`config.mk`:
```
export PLATFORM = sky130hd
export DESIGN_NAME = sr04_dist_uart_fmt
export DESIGN_NICKNAME = d
export VERILOG_FILES = /design/src/rtl/sr04_fmt_pkg.sv /design/src/rtl/bin2bcd_seq.sv /design/src/rtl/sr04_dist_uart_fmt.sv
export SDC_FILE = /design/constraint.sdc
export NUM_CORES = 1
export LEC_CHECK = 0
export BUFFER_PORTS_ARGS = -buffer_cell sky130_fd_sc_hd__buf_2
export CORE_MARGIN = 2
export CORE_UTILIZATION = 40
export CTS_BUF_LIST = sky130_fd_sc_hd__clkbuf_8
export CTS_CLUSTER_SIZE = 28
export DETAILED_ROUTE_END_ITERATION = 10
export HOLD_SLACK_MARGIN = 0.15
export PLACE_DENSITY_LB_ADDON = 0.3
export SYNTH_ARGS = -nofsm -noshare
export SYNTH_HDL_FRONTEND = slang
export SYNTH_HIERARCHICAL = 1
export SYNTH_SLANG_ARGS = --single-unit
```
`constraint.sdc`:
```
create_clock -name clk -period 2.4 [get_ports clk]
set_clock_uncertainty 0.15 [all_clocks]
set_input_delay 0.36 -clock clk [delete_from_list [all_inputs] [get_ports clk]]
set_output_delay 0.36 -clock clk [all_outputs]
set_load 0.02 [all_outputs]
```
`src/rtl/sr04_fmt_pkg.sv`:
```
// Shared types and constants for the SR04 distance-to-UART ASCII formatter.
// Holds the FSM encoding, the frame constants and the BCD/byte helper functions.
package sr04_fmt_pkg;

    localparam int FRAME_LEN = 8;
    localparam int IDX_W     = $clog2(FRAME_LEN);

    localparam logic [7:0] ASC_ZERO = 8'h30;
    localparam logic [7:0] ASC_C    = 8'h63;
    localparam logic [7:0] ASC_M    = 8'h6D;
    localparam logic [7:0] ASC_CR   = 8'h0D;
    localparam logic [7:0] ASC_LF   = 8'h0A;

    typedef enum logic [2:0] {
        ST_IDLE,
        ST_CONV,
        ST_LOAD,
        ST_START,
        ST_WAIT_ACK,
        ST_WAIT_DONE
    } fmt_state_e;

    // Double-dabble correction: add 3 to every BCD digit that is 5 or more.
    function automatic logic [15:0] bcd_adjust(input logic [15:0] bcd);
        logic [15:0] res;
        res = bcd;
        for (int i = 0; i < 4; i++) begin
            if (res[i*4 +: 4] >= 4'd5) begin
                res[i*4 +: 4] = res[i*4 +: 4] + 4'd3;
            end
        end
        return res;
    endfunction

    function automatic logic [7:0] frame_byte(input logic [IDX_W-1:0] idx,
                                              input logic [15:0]      digits);
        logic [7:0] b;
        case (idx)
            3'd0:    b = ASC_ZERO + {4'h0, digits[15:12]};
            3'd1:    b = ASC_ZERO + {4'h0, digits[11:8]};
            3'd2:    b = ASC_ZERO + {4'h0, digits[7:4]};
            3'd3:    b = ASC_ZERO + {4'h0, digits[3:0]};
            3'd4:    b = ASC_C;
            3'd5:    b = ASC_M;
            3'd6:    b = ASC_CR;
            default: b = ASC_LF;
        endcase
        return b;
    endfunction

endpackage

```
`src/rtl/bin2bcd_seq.sv`:
```
// Sequential double-dabble: converts a DIST_W-bit binary value to 4 BCD digits,
// one input bit per clock, with a one-cycle done pulse when the digits are valid.
module bin2bcd_seq
    import sr04_fmt_pkg::*;
#(
    parameter int DIST_W = 11
) (
    input  logic              clk,
    input  logic              rst,
    input  logic              start_i,
    input  logic [DIST_W-1:0] bin_i,
    output logic              done_o,
    output logic [15:0]       bcd_o
);

    localparam int CNT_W = $clog2(DIST_W + 1);

    logic [DIST_W-1:0] bin_q;
    logic [15:0]       bcd_q;
    logic [CNT_W-1:0]  cnt_q;
    logic              run_q;
    logic [15+DIST_W:0] shifted;

    always_comb begin
        shifted = {bcd_adjust(bcd_q), bin_q} << 1;
    end

    always_ff @(posedge clk or negedge rst) begin
        if (!rst) begin
            // NOTE: the shift datapath is small and reset anyway so a stale
            // conversion can never leak into a frame after reset.
            bin_q <= '0;
            bcd_q <= '0;
            cnt_q <= '0;
            run_q <= 1'b0;
        end else if (start_i) begin
            bin_q <= bin_i;
            bcd_q <= '0;
            cnt_q <= CNT_W'(DIST_W);
            run_q <= 1'b1;
        end else if (run_q) begin
            if (cnt_q != '0) begin
                // NOTE: non-blocking so both halves of the shift see the
                // pre-edge value of the combined register.
                {bcd_q, bin_q} <= shifted;
                cnt_q          <= cnt_q - 1'b1;
            end else begin
                run_q <= 1'b0;
            end
        end
    end

    assign done_o = run_q && (cnt_q == '0);
    assign bcd_o  = bcd_q;

endmodule

```
`src/rtl/sr04_dist_uart_fmt.sv`:
```
// Formats each SR04 distance result as "ddddcm\r\n" and streams it to the UART
// transmitter over a start/busy handshake, with a one-deep pending buffer.
module sr04_dist_uart_fmt
    import sr04_fmt_pkg::*;
#(
    parameter int DIST_W = 11
) (
    input  logic              clk,
    input  logic              rst,
    input  logic [DIST_W-1:0] distance,
    input  logic              dist_done,
    input  logic              tx_busy,
    output logic              tx_start,
    output logic [7:0]        tx_data,
    output logic              busy,
    output logic              overrun
);

    fmt_state_e        state_q;
    logic [DIST_W-1:0] pend_q;
    logic              pend_valid_q;
    logic [IDX_W-1:0]  idx_q;
    logic [15:0]       digits_q;
    logic              tx_start_q;
    logic [7:0]        tx_data_q;
    logic              overrun_q;

    logic              conv_start;
    logic [DIST_W-1:0] conv_value;
    logic              conv_done;
    logic [15:0]       conv_bcd;

    // A fresh measurement in IDLE wins over a pending one; the pending value
    // stays buffered and is framed afterwards.
    always_comb begin
        conv_start = (state_q == ST_IDLE) && (dist_done || pend_valid_q);
        conv_value = dist_done ? distance : pend_q;
    end

    bin2bcd_seq #(
        .DIST_W (DIST_W)
    ) u_bin2bcd (
        .clk     (clk),
        .rst     (rst),
        .start_i (conv_start),
        .bin_i   (conv_value),
        .done_o  (conv_done),
        .bcd_o   (conv_bcd)
    );

    always_ff @(posedge clk or negedge rst) begin
        if (!rst) begin
            state_q      <= ST_IDLE;
            pend_q       <= '0;
            pend_valid_q <= 1'b0;
            idx_q        <= '0;
            digits_q     <= '0;
            tx_start_q   <= 1'b0;
            tx_data_q    <= 8'h00;
            overrun_q    <= 1'b0;
        end else begin
            overrun_q <= 1'b0;

            // Measurements arriving mid-frame (including the cycle that ends it)
            // are buffered; the frame in progress is never touched.
            if (dist_done && state_q != ST_IDLE) begin
                pend_q       <= distance;
                pend_valid_q <= 1'b1;
                if (pend_valid_q) begin
                    overrun_q <= 1'b1;
                end
            end else if (state_q == ST_IDLE && !dist_done && pend_valid_q) begin
                pend_valid_q <= 1'b0;
            end

            case (state_q)
                ST_IDLE: begin
                    if (conv_start) begin
                        state_q <= ST_CONV;
                    end
                end
                ST_CONV: begin
                    if (conv_done) begin
                        digits_q  <= conv_bcd;
                        idx_q     <= '0;
                        tx_data_q <= frame_byte('0, conv_bcd);
                        state_q   <= ST_LOAD;
                    end
                end
                ST_LOAD: begin
                    if (!tx_busy) begin
                        tx_start_q <= 1'b1;
                        state_q    <= ST_START;
                    end
                end
                ST_START: begin
                    tx_start_q <= 1'b0;
                    state_q    <= ST_WAIT_ACK;
                end
                ST_WAIT_ACK: begin
                    if (tx_busy) begin
                        state_q <= ST_WAIT_DONE;
                    end
                end
                ST_WAIT_DONE: begin
                    if (!tx_busy) begin
                        if (idx_q == IDX_W'(FRAME_LEN - 1)) begin
                            state_q <= ST_IDLE;
                        end else begin
                            idx_q     <= idx_q + 1'b1;
                            tx_data_q <= frame_byte(idx_q + 1'b1, digits_q);
                            state_q   <= ST_LOAD;
                        end
                    end
                end
                default: begin
                    state_q <= ST_IDLE;
                end
            endcase
        end
    end

    assign tx_start = tx_start_q;
    assign tx_data  = tx_data_q;
    assign busy     = (state_q != ST_IDLE);
    assign overrun  = overrun_q;

endmodule

```
==> metrics <==
RSZ-0062 raised after global routing=false; die width=a little over 100 µm; clock latency on the worst-skew pair=0.35 ns; ys flop type=dfrtp_1; aggregate global-route resource usage=17.6%; max-cap violations=0; fin crit share=92.2%; worst hold slack=0.171 ns; met2 usage=28.1%; total grt overflow=0; Syn. warnings=6; Design Power=~5.8 mW; Final HPWL DP=5.94 mm; M1 GR Usage=23.8%; hold depth=3; I/O Buffers=24; Mapped Cells=roughly 390; initial antenna violation count=0; CP arrival=2.29 ns; top post-synthesis cells by count=75 x dfrtp_1, 38 x mux2_2, 28 x nor2_1, 27 x o21ai_0, 23 x nand2_1; post-CTS setup buffer count=0; type of the worst min-delay path=in2reg; worst-path cell chain=inv_1 > ha_1 > or3b_1 > nor2_1 > nand2b_1 > nor2_4 > buf_12 > mux2_2; initial core utilization=41.0%; vias in the first global route=3,077; top post-synthesis cells by area=dfrtp_1 47%, mux2_2 11%, ha_1 5.0%; Fmax=452 MHz; clock slew at reported path FFs=0.07 ns; Synth Register Bits=75; Synth top area share=47.0%; Critical Path Source Type=flop; number of synthesized flops with an enable pin=0; Pre-Repair DR Iteration Count=7; first-pass GRT wire length=15.4 mm; Root Buffer=clkbuf_8; ANT cells=0; Top Usage Layer GRT=met2; Area growth syn-to-layout=15.8%; met3 GRT Util=3.26%; post-route worst setup slack=between 0.15 and 0.2 ns; wire per inst=between 15 and 20 µm; most common cell in the netlist=dfrtp_1; final setup vio count=0; worst vdd ir=0.496 mV; Place WS=around 0.14 ns; Levels on crit path=8; status=complete, no violations; Clock Path Buffers=2; vias per cell=5.62; Netlist cell types=between 50 and 60; Setup CP Type=reg2reg; Crit-path slowest cell=dfrtp_1; Mapped Area=about 4000 µm²; Die ar.=roughly 11,000 µm²; H-tree levels=3; syn nets=between 400 and 500; CTS Buf Count=9; Critical Path RT=2.48 ns; Pwr Density=1250 nW/µm²; Slowest Stage Delay on Critical Path=0.40 ns; routability cong.=just under 0.8; First DRT Iteration DRCs=184; syn_area_per_cell=10.3 µm²; Final nets=455; Die Ht=104 µm; R2R depth=8; CTS Sinks=75; Synth area leader=dfrtp_1; # IOs=26; CP top delay family=simple AND/OR/NAND/NOR gates; CTS tree=done; worst path buffer plus inverter count=2; placed instance area=4290 µm²; largest net degree at the start of global routing=38; final slew viol count=0; Setup TNS=0 ns; final instance area=4630 µm²; DR vias=roughly 3.2k; asr flop ratio synth=100%; ANT nets after route=0; post-synthesis sequential area ratio=47.0%; Total Wirelength=9.08 mm; final hold vios=0; Leak=~2 nW; # rows=36; drt drc=0; core area=9730 µm²; share of cells above drive strength 1=23.5%; maximum fanout along the worst path=16; Worst Setup End Kind=flop; min cycle time layout=2.21 ns
## layout by cell type, fill, tap and decap left out, types with 2 or more instances in the layout
master and instances:
a222oi_1 2, a22oi_1 4, a221o_1 3, dfrtp_1 75, o211a_1 2, dlygate4sd3_1 12, nand4_1 4, nor2_1 28
mux2_2 38, ha_1 16, or3b_1 2, o41ai_1 3, a21oi_1 18, clkbuf_8 10, and3_1 2, inv_1 18
buf_2 23, nand3b_1 2, a311oi_1 4, a22o_1 4, a31oi_1 9, o211ai_1 7, nor2b_1 5, buf_4 15
nand2b_1 9, a221oi_2 2, o32ai_1 3, nand3_1 11, nand2_1 23, clkinv_4 2, o31ai_1 6, o21ai_0 27
nor3_1 4, buf_12 2, or3_1 3, a211oi_1 9, o21ai_1 3, clkinvlp_4 2
## registers in the layout (all words and copies together), names as in the netlist
register	count
idx_q	3
u_bin2bcd/run_q	1
tx_data	7
overrun	1
u_bin2bcd/bin_q	11
u_bin2bcd/bcd_o	16
state_q	3
pend_valid_q	1
u_bin2bcd/cnt_q	4
digits_q	16
tx_start	1
pend_q	11
## path summary, 6_finish.rpt
kind	from	end	slack, ns
max in group asynchronous	rst	u_bin2bcd/bin_q[1]$_DFFE_PN0P_	1.15
max reg2reg	u_bin2bcd/cnt_q[0]$_DFFE_PN0P_	digits_q[5]$_DFFE_PN0P_	0.19
max	u_bin2bcd/cnt_q[0]$_DFFE_PN0P_	digits_q[5]$_DFFE_PN0P_	0.19
min reg2reg	tx_data[0]$_DFFE_PN0P_	tx_data[0]$_DFFE_PN0P_	0.35
min	tx_busy	state_q[0]$_DFFE_PN0P_	0.17
min in group asynchronous	rst	u_bin2bcd/bcd_o[10]$_DFFE_PN0P_	0.36
## per-layer routing
metal	routed length (µm)	vias to the layer above	part of all wire, %
met5	0	-	0
met4	121	0	1.3
met3	297	9	3.3
met2	4370	69	48
met1	4290	1596	47
li1	-	1484	-
## worst register-to-register path, stage by stage (launching register included)
cell and delay, ns:
dfrtp_1 0.40, inv_1 0.11, ha_1 0.16, or3b_1 0.36, nor2_1 0.15, nand2b_1 0.14
nor2_4 0.13, buf_12 0.16, mux2_2 0.35
## per-stage QoR
stage | instances | utilization [%]
after floorplan | 387 | -
after global placement | 534 | 44.1
after detailed placement | 534 | 44.1
after CTS | 562 | 47.5
after global routing | 562 | 47.5
final | 562 | 47.5
## cells by family after synthesis
kind of cell             after synthesis  synth area share, %
flip-flops                            75                 47.0
buffers and inverters                 44                 5.29
other                                  1               0.0939
AND/OR/NAND/NOR                      100                 12.5
AO/OA/AOI/OAI                        112                 19.1
multiplexers                          38                 10.7
adder cells (fa/ha/maj)               17                 5.26
## timing repair
item | CTS | global route
endpoints found under the hold margin | 46 | 0
resized for setup | 0 | 2
hold buffers | 12 | 0
endpoints found under the setup margin | 0 | 1
## cell type report
type	instances	area, µm²
Fill cell	919	5100
Tap cell	133	166
Sequential cell	75	1880
Clock buffer	10	138
Multi-Input combinational cell	268	1920
Clock inverter	6	66.3
Timing Repair Buffer	52	388
Inverter	18	67.6
## report_power, final
group,switching [mW],internal [mW]
clock network,0.482,0.509
logic,1.38,1.13
registers,0.484,1.81
total,2.35,3.45
No activity file was read; power rests on OpenSTA's default activity.
